**src/rtl/sound_square_ch.sv**
```systemverilog
// Square-wave sound channel: duty oscillator, length counter and volume envelope; level is registered (1 cycle).
// Define SOUND_SWEEP_EN to add the frequency sweep unit (NRx0); without it NRx0 and tick_sweep are ignored.
module sound_square_ch #(
    parameter logic [15:0] BASE_ADDR = 16'hFF10,
    parameter int          FREQ_W    = 11,
    parameter int          LEN_W     = 6,
    parameter int          VOL_W     = 4
) (
    input  logic             clk,
    input  logic             rst,
    input  logic [15:0]      a,
    input  logic [7:0]       din,
    output logic [7:0]       dout,
    input  logic             rd,
    input  logic             wr,
    input  logic             ce_freq,
    input  logic             tick_len,
    input  logic             tick_env,
    input  logic             tick_sweep,
    output logic [VOL_W-1:0] level,
    output logic             active
);

    localparam logic [FREQ_W:0] FREQ_FULL = {1'b1, {FREQ_W{1'b0}}};
    localparam logic [LEN_W:0]  LEN_FULL  = {1'b1, {LEN_W{1'b0}}};

    logic [15:0] off;
    logic        in_rng;
    logic        wr1, wr2, wr3, wr4, trig, dac_on;

    logic [1:0]        duty_q,   duty_d;
    logic [7:0]        nr2_q,    nr2_d;
    logic [FREQ_W-1:0] freq_q,   freq_d;
    logic              len_en_q, len_en_d;
    logic [FREQ_W:0]   ftmr_q,   ftmr_d;
    logic [2:0]        step_q,   step_d;
    logic [LEN_W:0]    len_q,    len_d;
    logic [3:0]        vol_q,    vol_d;
    logic [2:0]        env_q,    env_d;
    logic              active_q, active_d;
    logic [VOL_W-1:0]  level_q,  level_d;
    logic [7:0]        pat;
    logic              duty_bit;
    logic              unused_ok;

`ifdef SOUND_SWEEP_EN
    logic              wr0;
    logic [6:0]        nr0_q,    nr0_d;
    logic [FREQ_W-1:0] shadow_q, shadow_d;
    logic [2:0]        swt_q,    swt_d;
    logic [FREQ_W-1:0] sw_src;
    logic [FREQ_W:0]   sw_new;
    assign wr0 = wr && in_rng && (off[2:0] == 3'd0);
`endif

    assign off       = a - BASE_ADDR;
    assign in_rng    = off < 16'd5;
    assign wr1       = wr && in_rng && (off[2:0] == 3'd1);
    assign wr2       = wr && in_rng && (off[2:0] == 3'd2);
    assign wr3       = wr && in_rng && (off[2:0] == 3'd3);
    assign wr4       = wr && in_rng && (off[2:0] == 3'd4);
    assign trig      = wr4 && din[7];
    assign dac_on    = nr2_q[7:3] != 5'd0;
    assign level     = level_q;
    assign active    = active_q;
    assign unused_ok = ^{din, tick_sweep};

    always_comb begin
        dout = 8'hFF;
        if (rd && in_rng) begin
            case (off[2:0])
`ifdef SOUND_SWEEP_EN
                3'd0:    dout = {1'b1, nr0_q};
`endif
                3'd1:    dout = {duty_q, 6'h3F};
                3'd2:    dout = nr2_q;
                3'd4:    dout = {1'b1, len_en_q, 6'h3F};
                default: dout = 8'hFF;
            endcase
        end
    end

    // Patterns are written step 0 first (MSB) to step 7 (LSB).
    always_comb begin
        case (duty_q)
            2'b00:   pat = 8'b0000_0001;
            2'b01:   pat = 8'b1000_0001;
            2'b10:   pat = 8'b1000_0111;
            default: pat = 8'b0111_1110;
        endcase
        duty_bit = pat[3'd7 - step_q];
        level_d  = (active_q && duty_bit) ? (VOL_W'(vol_q) << (VOL_W - 4)) : '0;
    end

    always_comb begin
        duty_d   = duty_q;
        nr2_d    = nr2_q;
        freq_d   = freq_q;
        len_en_d = len_en_q;
        ftmr_d   = ftmr_q;
        step_d   = step_q;
        len_d    = len_q;
        vol_d    = vol_q;
        env_d    = env_q;
        active_d = active_q;

        if (wr2) begin
            nr2_d = din;
            if (din[7:3] == 5'd0) active_d = 1'b0;
        end
        if (wr3) freq_d[7:0] = din;
        if (wr4) begin
            freq_d[FREQ_W-1:8] = din[FREQ_W-9:0];
            len_en_d           = din[6];
        end
        if (trig) active_d = dac_on;

        if (wr1) begin
            duty_d = din[7:6];
            len_d  = LEN_FULL - {1'b0, din[LEN_W-1:0]};
        end else if (trig) begin
            if (len_q == '0) len_d = LEN_FULL;
        end else if (tick_len && len_en_q && len_q != '0) begin
            len_d = len_q - (LEN_W+1)'(1);
            if (len_q == (LEN_W+1)'(1)) active_d = 1'b0;
        end

        // A step fires on the pulse that would take the timer to zero, so each step lasts exactly the reload value.
        if (trig) begin
            ftmr_d = FREQ_FULL - {1'b0, freq_d};
        end else if (ce_freq) begin
            if (ftmr_q <= (FREQ_W+1)'(1)) begin
                ftmr_d = FREQ_FULL - {1'b0, freq_q};
                step_d = step_q + 3'd1;
            end else begin
                ftmr_d = ftmr_q - (FREQ_W+1)'(1);
            end
        end

        if (trig) begin
            vol_d = nr2_q[7:4];
            env_d = nr2_q[2:0];
        end else if (tick_env && nr2_q[2:0] != 3'd0) begin
            if (env_q <= 3'd1) begin
                env_d = nr2_q[2:0];
                if (nr2_q[3]) begin
                    if (vol_q != 4'hF) vol_d = vol_q + 4'd1;
                end else if (vol_q != 4'h0) begin
                    vol_d = vol_q - 4'd1;
                end
            end else begin
                env_d = env_q - 3'd1;
            end
        end

`ifdef SOUND_SWEEP_EN
        nr0_d    = nr0_q;
        shadow_d = shadow_q;
        swt_d    = swt_q;
        if (wr0) nr0_d = din[6:0];
        sw_src = trig ? freq_d : shadow_q;
        sw_new = nr0_q[3] ? ({1'b0, sw_src} - {1'b0, sw_src >> nr0_q[2:0]})
                          : ({1'b0, sw_src} + {1'b0, sw_src >> nr0_q[2:0]});
        if (trig) begin
            shadow_d = freq_d;
            swt_d    = nr0_q[6:4];
            if (nr0_q[2:0] != 3'd0 && sw_new[FREQ_W]) active_d = 1'b0;
        end else if (tick_sweep && !wr3 && !wr4 && nr0_q[6:4] != 3'd0) begin
            if (swt_q <= 3'd1) begin
                swt_d = nr0_q[6:4];
                if (nr0_q[2:0] != 3'd0) begin
                    if (sw_new[FREQ_W]) begin
                        active_d = 1'b0;
                    end else begin
                        freq_d   = sw_new[FREQ_W-1:0];
                        shadow_d = sw_new[FREQ_W-1:0];
                    end
                end
            end else begin
                swt_d = swt_q - 3'd1;
            end
        end
`endif
    end

    always_ff @(posedge clk or posedge rst) begin
        if (rst) begin
            duty_q   <= '0;
            nr2_q    <= '0;
            freq_q   <= '0;
            len_en_q <= 1'b0;
            ftmr_q   <= '0;
            step_q   <= '0;
            len_q    <= '0;
            vol_q    <= '0;
            env_q    <= '0;
            active_q <= 1'b0;
            level_q  <= '0;
`ifdef SOUND_SWEEP_EN
            nr0_q    <= '0;
            shadow_q <= '0;
            swt_q    <= '0;
`endif
        end else begin
            duty_q   <= duty_d;
            nr2_q    <= nr2_d;
            freq_q   <= freq_d;
            len_en_q <= len_en_d;
            ftmr_q   <= ftmr_d;
            step_q   <= step_d;
            len_q    <= len_d;
            vol_q    <= vol_d;
            env_q    <= env_d;
            active_q <= active_d;
            level_q  <= level_d;
`ifdef SOUND_SWEEP_EN
            nr0_q    <= nr0_d;
            shadow_q <= shadow_d;
            swt_q    <= swt_d;
`endif
        end
    end

endmodule

```
**config.mk**
```make
export PLATFORM = sky130hd
export DESIGN_NAME = sound_square_ch
export DESIGN_NICKNAME = d
export VERILOG_FILES = /design/src/rtl/sound_square_ch.sv
export SDC_FILE = /design/constraint.sdc
export NUM_CORES = 1
export LEC_CHECK = 0
export BUFFER_PORTS_ARGS = -buffer_cell sky130_fd_sc_hd__buf_2
export CAP_MARGIN = 10
export CORE_MARGIN = 5
export CORE_UTILIZATION = 40
export CTS_BUF_LIST = sky130_fd_sc_hd__clkbuf_8 sky130_fd_sc_hd__clkbuf_16
export DETAILED_ROUTE_END_ITERATION = 10
export GPL_ROUTABILITY_DRIVEN = 0
export HOLD_SLACK_MARGIN = 0.08
export PLACE_DENSITY = 0.68
export SETUP_SLACK_MARGIN = 0.05
export SYNTH_ARGS = -nofsm -noshare
export SYNTH_HDL_FRONTEND = slang
export SYNTH_SLANG_ARGS = --single-unit
```
**constraint.sdc**
```tcl
create_clock -name clk -period 2.5 [get_ports clk]
set_input_delay 0.125 -clock clk [delete_from_list [all_inputs] [get_ports clk]]
set_output_delay 0.125 -clock clk [all_outputs]
set_load 0.005 [all_outputs]
```
=== After elaboration in Yosys (flattened, before gate mapping) ===
Cells that the tools add are included.

* ROM bits: 0
* Output and inout port bits: 13
* Bits in latches: 0
* RAM bits: 0
* Register bits: 56
* Memories: 0

* Multipliers: 0
* Eq/ne operators: 10
* Divide/modulo/power cells: 0
* $add $sub $neg: 11
* Shifts and indexed selects: 0
* Order comparisons: 4
* Muxes and demuxes: 31
* Bitwise logic cells: 1
* Reductions and logical operators: 26

{| class="wikitable"
|+ Operator list
! operator !! count
|-
| 8-bit one-hot mux with 3 select lines || 2
|-
| 12-bit two-way mux || 3
|-
| 4-bit two-way mux || 7
|-
| 7-bit two-way mux || 4
|-
| 12-bit by 11-bit subtractor with 12-bit output, first input constant || 2
|-
| 16-bit by 3-bit less-than comparator with 1-bit output, second input constant || 1
|-
| 8-bit two-way mux || 2
|-
| 16-bit subtractor, second input constant || 1
|-
| 12-bit by 1-bit <= comparator with 1-bit output, second input constant || 1
|-
| 3-bit two-way mux || 4
|-
| 12-bit by 1-bit subtractor with 12-bit output, second input constant || 1
|-
| 1-bit logical AND || 11
|-
| 3-bit nonzero test || 3
|-
| 1-bit two-way mux || 8
|-
| 7-bit by 1-bit equality test with 1-bit output, second input constant || 1
|-
| 7-bit zero test || 1
|-
| 7-bit nonzero test || 1
|-
| 7-bit by 1-bit subtractor with 7-bit output, second input constant || 1
|-
| 7-bit by 6-bit subtractor with 7-bit output, first input constant || 1
|-
| 3-bit by 2-bit equality test with 1-bit output, second input constant || 2
|-
| 3-bit by 2-bit inequality test with 1-bit output, second input constant || 2
|-
| 2-bit nonzero test || 3
|-
| 5-bit zero test || 1
|-
| 5-bit nonzero test || 1
|-
| 19 further kinds || 19
|}

=== Longest topological paths before layout ===
* Depth in word-level cells: 10
* Depth in mapped cells: 12

=== Worst setup path before layout ===
OpenSTA, ideal clock, no wires.

* Path type: input to register
* From: input port a[9]
* To: register ftmr_q[10]
* Stages on the path: 12
* Path slack: 71 ps
* Setup time: 127 ps
* Data required time: 2,373 ps
* Path buffers: 2
* Data arrival time: 2,302 ps
* Cells stage by stage: and4_1 -> buf_2 -> nand4_1 -> nor3_1 -> buf_2 -> nor2_1 -> a21oi_1 -> ha_1 -> o211ai_1 -> nor4_1 -> a21o_1 -> a31oi_1

* Longest elaborated chain between the ends: 7
* Elaborated cells on any way between the ends: 11
* Classes of those cells: add/sub: 2; order compare: 1; mux: 3; reduce/logical: 5

{| class="wikitable"
|+ RTL lines
! element !! line !! text
|-
| start, declared || 11 || <nowiki>input logic [15:0] a,</nowiki>
|-
| 16-bit subtractor * || 56 || <nowiki>assign off = a - BASE_ADDR;</nowiki>
|-
| 16-bit by 3-bit less-than comparator with 1-bit output * || 57 || <nowiki>assign in_rng = off < 16'd5;</nowiki>
|-
| 1-bit logical AND * || 60, 61 ||
|-
| 1-bit logical AND (on tied branches) || 60, 61 ||
|-
| 8-bit two-way mux / 3-bit two-way mux (equally long branches) || 111, 112 ||
|-
| 12-bit by 11-bit subtractor with 12-bit output || 130 || <nowiki>ftmr_d = FREQ_FULL - {1'b0, freq_d};</nowiki>
|-
| 12-bit two-way mux || 129 || <nowiki>if (trig) begin</nowiki>
|-
| end signal, assigned || 209 || <nowiki>ftmr_q <= ftmr_d;</nowiki>
|-
| end, declared || 35 || <nowiki>logic [FREQ_W:0] ftmr_q, ftmr_d;</nowiki>
|}

Every way passes the cells marked *; elsewhere a longest branch is shown, timed or not.
A chain may end at the register's enable or synchronous reset.

=== Final worst setup path ===
* From: register ftmr_q[5]
* To: register ftmr_q[6]

* Longest elaborated chain between the ends: 4
* Elaborated cells on any way between the ends: 5
* Classes of those cells: add/sub: 1; order compare: 1; mux: 3

{| class="wikitable"
|+ RTL lines
! element !! line !! text
|-
| 12-bit by 1-bit subtractor with 12-bit output / 12-bit by 1-bit <= comparator with 1-bit output (equally long branches) || 136, 132 ||
|-
| 12-bit two-way mux * || 132 || <nowiki>if (ftmr_q <= (FREQ_W+1)'(1)) begin</nowiki>
|-
| 12-bit two-way mux * || 131 || <nowiki>end else if (ce_freq) begin</nowiki>
|-
| 12-bit two-way mux * || 129 ||
|}

Every way passes the cells marked *; elsewhere a longest branch is shown, timed or not. The select of a mux whose other input is x is not followed.

==> impl_metrics.toml <==
[clock_tree]
cts_setup_buffers = 0
clock-sinks = 56
cts.reportedPaths.clkPinSlew_ns = 0.11
cts_buffers = 5
cts_tree = "built"
cts_buffer_depth = 2
clockRootBuffer = "clkbuf_8"
cts.htree.levels = 2
clk_latency_ns = 0.31

[routing]
topRoutingLayerUsed = "met4"
dr_wl_met3_um = 467
drc = 0
ant_nets = 0
vias_per_cell = 5.62
drt_iter0_drc = 222
wl_per_cell_um = 15.8
via_count = 3692
wl_mm = 10.4
firstDrtPassIters = 5
dr_wl_met2_mm = 5.07
met1_length_mm = 4.65

[setup_path]
required_ns = 2.70
critPathKind = "reg2reg"
crit_arrival_ns = 2.48
worstPathMaxFanout = 10
end_kind = "flip-flop"
cp-start-kind = "flip-flop"

[timing]
tns_ns = 0
finalCritPeriodShare = 0.911
maxClockFrequency_mhz = 439
tightestPinTransition_ns = 0.588
slew_violations = 0
setup_violations = 0
fin_crit_ns = 2.28
fin_worst_skew_ns = 0.0115
rsz0062_at_grt = "false"
holdWs_ns = 0.0962
timing.slew.headroom = 0.604
worst_slack_ns = 0.222
finalHoldViolCount = 0

[power]
p_sw_frac = 0.352
finalPower_mw = 2.45
sequentialPowerShare = 0.493
net-switching-power_mw = 0.863
p_comb_frac = 0.295
internal_power_mw = 1.59
peakVddDrop_mv = 0.260
power_density_nw_per_um2 = 537
p_leak_nw = 2.04
p_clk_frac = 0.212

[floorplanning]
die_w_um = 110
boundaryPins = 45
start_util = 0.410
die-area_um2 = 12100
core_um2 = 9730
die_h_um = 110
num_rows = 36

[layout]
instances_no_fill = 657
diodes = 0
drive_above_1_share = 0.210
final_nets = 571
area_delta_synth_final_pct = 14.3

[synthesis]
yosysUniqueCellTypes = 63
syn_avg_cell_area_um2 = 8.58
async_reset_ff_frac = 1.00
synthFlopType = "dfrtp_1"
netlist_instances = 465
syn_nets = 513
synth_edf_count = 0
yosysWarningCount = 0
syn-cell-area_um2 = 3990
yosysSeqAreaShare = 0.351
ys_seq_elements = 56

[placed_design]
dpl.cell_count = 648
hpwl_mm = 8.18
pre_cts_slack_ns = -0.000103
port_buffers = 43

[global_routing]
grt_util_all_layers = 0.179
grt_max_degree = 23
antenna_found_initial = 0
grt_pass1_vias = 3629
grt_pass1_wl_mm = 17.2
grt_remaining_overflow = 0

[run_status]
status = "finished clean"

[min_path]
worstHoldPathType = "in2reg"

[job]
drv_cap = 0
metrics by stage:
stage | cell area [um^2] | util
detailed placement | 4450 | 0.457
global placement | 4450 | 0.457
floorplan | 3990 | -
global route | 4560 | 0.468
CTS | 4550 | 0.468
finish | 4560 | 0.468
power by group through the flow:
stage	combinational (mW)	sequential, mW	clock (mW)
5_1_grt	0.818	1.23	0.571
2_1_floorplan	0.556	1.18	0
3_5_place_dp	0.720	1.22	0
4_1_cts	0.725	1.21	0.536
3_3_place_gp	0.687	1.21	0
6_report	0.722	1.21	0.520
Yosys cell counts, types with 9 or more instances:
cell type | count | share of area
nand2_1 | 31 | 0.029
or2_2 | 11 | 0.017
clkbuf_1 | 11 | 0.010
nand4_1 | 13 | 0.020
ha_1 | 15 | 0.047
xor2_1 | 10 | 0.022
nor3_1 | 23 | 0.029
o21ai_0 | 32 | 0.040
nand3_1 | 16 | 0.020
a21oi_1 | 26 | 0.033
mux2i_1 | 9 | 0.023
mux2_2 | 12 | 0.034
dfrtp_1 | 56 | 0.35
xnor2_1 | 16 | 0.035
inv_1 | 31 | 0.029
nor2_1 | 44 | 0.041
worst max-delay path: stages, from the launching register on:
cell	delay, ns
dfrtp_1	0.42
or2_2	0.35
or4_1	0.54
or2_4	0.33
o21ai_0	0.18
a21oi_1	0.08
mux2_2	0.27
cell families (layout without fill, tap and decap cells):
logic type | Yosys count | count (layout) | synth area share
compound gates | 107 | 107 | 0.173
xor+xnor | 26 | 26 | 0.0571
fa+ha+maj | 17 | 17 | 0.0546
buf+inv | 48 | 107 | 0.0546
flops | 56 | 56 | 0.351
mux | 23 | 23 | 0.0637
simple gates | 188 | 188 | 0.246
layout make-up:
cell class / instances / area (um^2)
Clock inverter: 3 / 21.3
Clock buffer: 5 / 68.8
Multi-Input combinational cell: 361 / 2380
Fill cell: 989 / 5170
Timing Repair Buffer: 68 / 405
Inverter: 31 / 116
Sequential cell: 56 / 1400
Tap cell: 133 / 166
path summary, 6_finish.rpt:
kind | from | to | slack (ns) | depth (start not counted)
max in group asynchronous | rst | env_q[0]$_DFFE_PP0P_ | 1.44 | 4
min in group asynchronous | rst | step_q[2]$_DFFE_PP0P_ | 0.37 | 3
max | ftmr_q[5]$_DFFE_PP0P_ | ftmr_q[6]$_DFFE_PP0P_ | 0.22 | 6
min reg2reg | len_q[5]$_DFFE_PP0P_ | len_q[5]$_DFFE_PP0P_ | 0.54 | 2
max reg2reg | ftmr_q[5]$_DFFE_PP0P_ | ftmr_q[6]$_DFFE_PP0P_ | 0.22 | 6
min | din[6] | duty_q[0]$_DFFE_PP0P_ | 0.1 | 3
state kept, by name, summed over array words and instances, names as in the netlist:
register  count
step_q        3
vol_q         4
freq_q       11
len_en_q      1
active        1
duty_q        2
len_q         7
nr2_q         8
ftmr_q       12
env_q         3
level         4
routing by layer:
layer,vias to the layer above,GRT usage
li1,1810,-
met1,1758,0.236
met2,108,0.308
met3,16,0.0200
met4,0,0.0516
met5,-,0
timing repair:
item,CTS,global route
hold endpoints to repair,20,0
setup endpoints to repair,0,2
gates resized for setup,0,2
hold buffers,1,0
cell usage in the layout (no fill, tap or decap), drive strengths merged, types with 6 or more instances in the layout:
| cell | Yosys | final |
|---|---|---|
| dfrtp | 56 | 56 |
| buf | 4 | 67 |
| nand2b | 6 | 6 |
| xnor2 | 16 | 16 |
| or2 | 11 | 11 |
| xor2 | 10 | 10 |
| or4 | 8 | 8 |
| a21oi | 26 | 26 |
| nand4 | 13 | 13 |
| nor4 | 8 | 8 |
| o21ai | 34 | 34 |
| nand2 | 31 | 31 |
| ha | 15 | 15 |
| inv | 31 | 32 |
| nor3 | 23 | 23 |
| mux2i | 10 | 10 |
| nor2 | 44 | 44 |
| mux2 | 13 | 13 |
| nand3 | 16 | 16 |
Power figures use the tool's default switching activity.
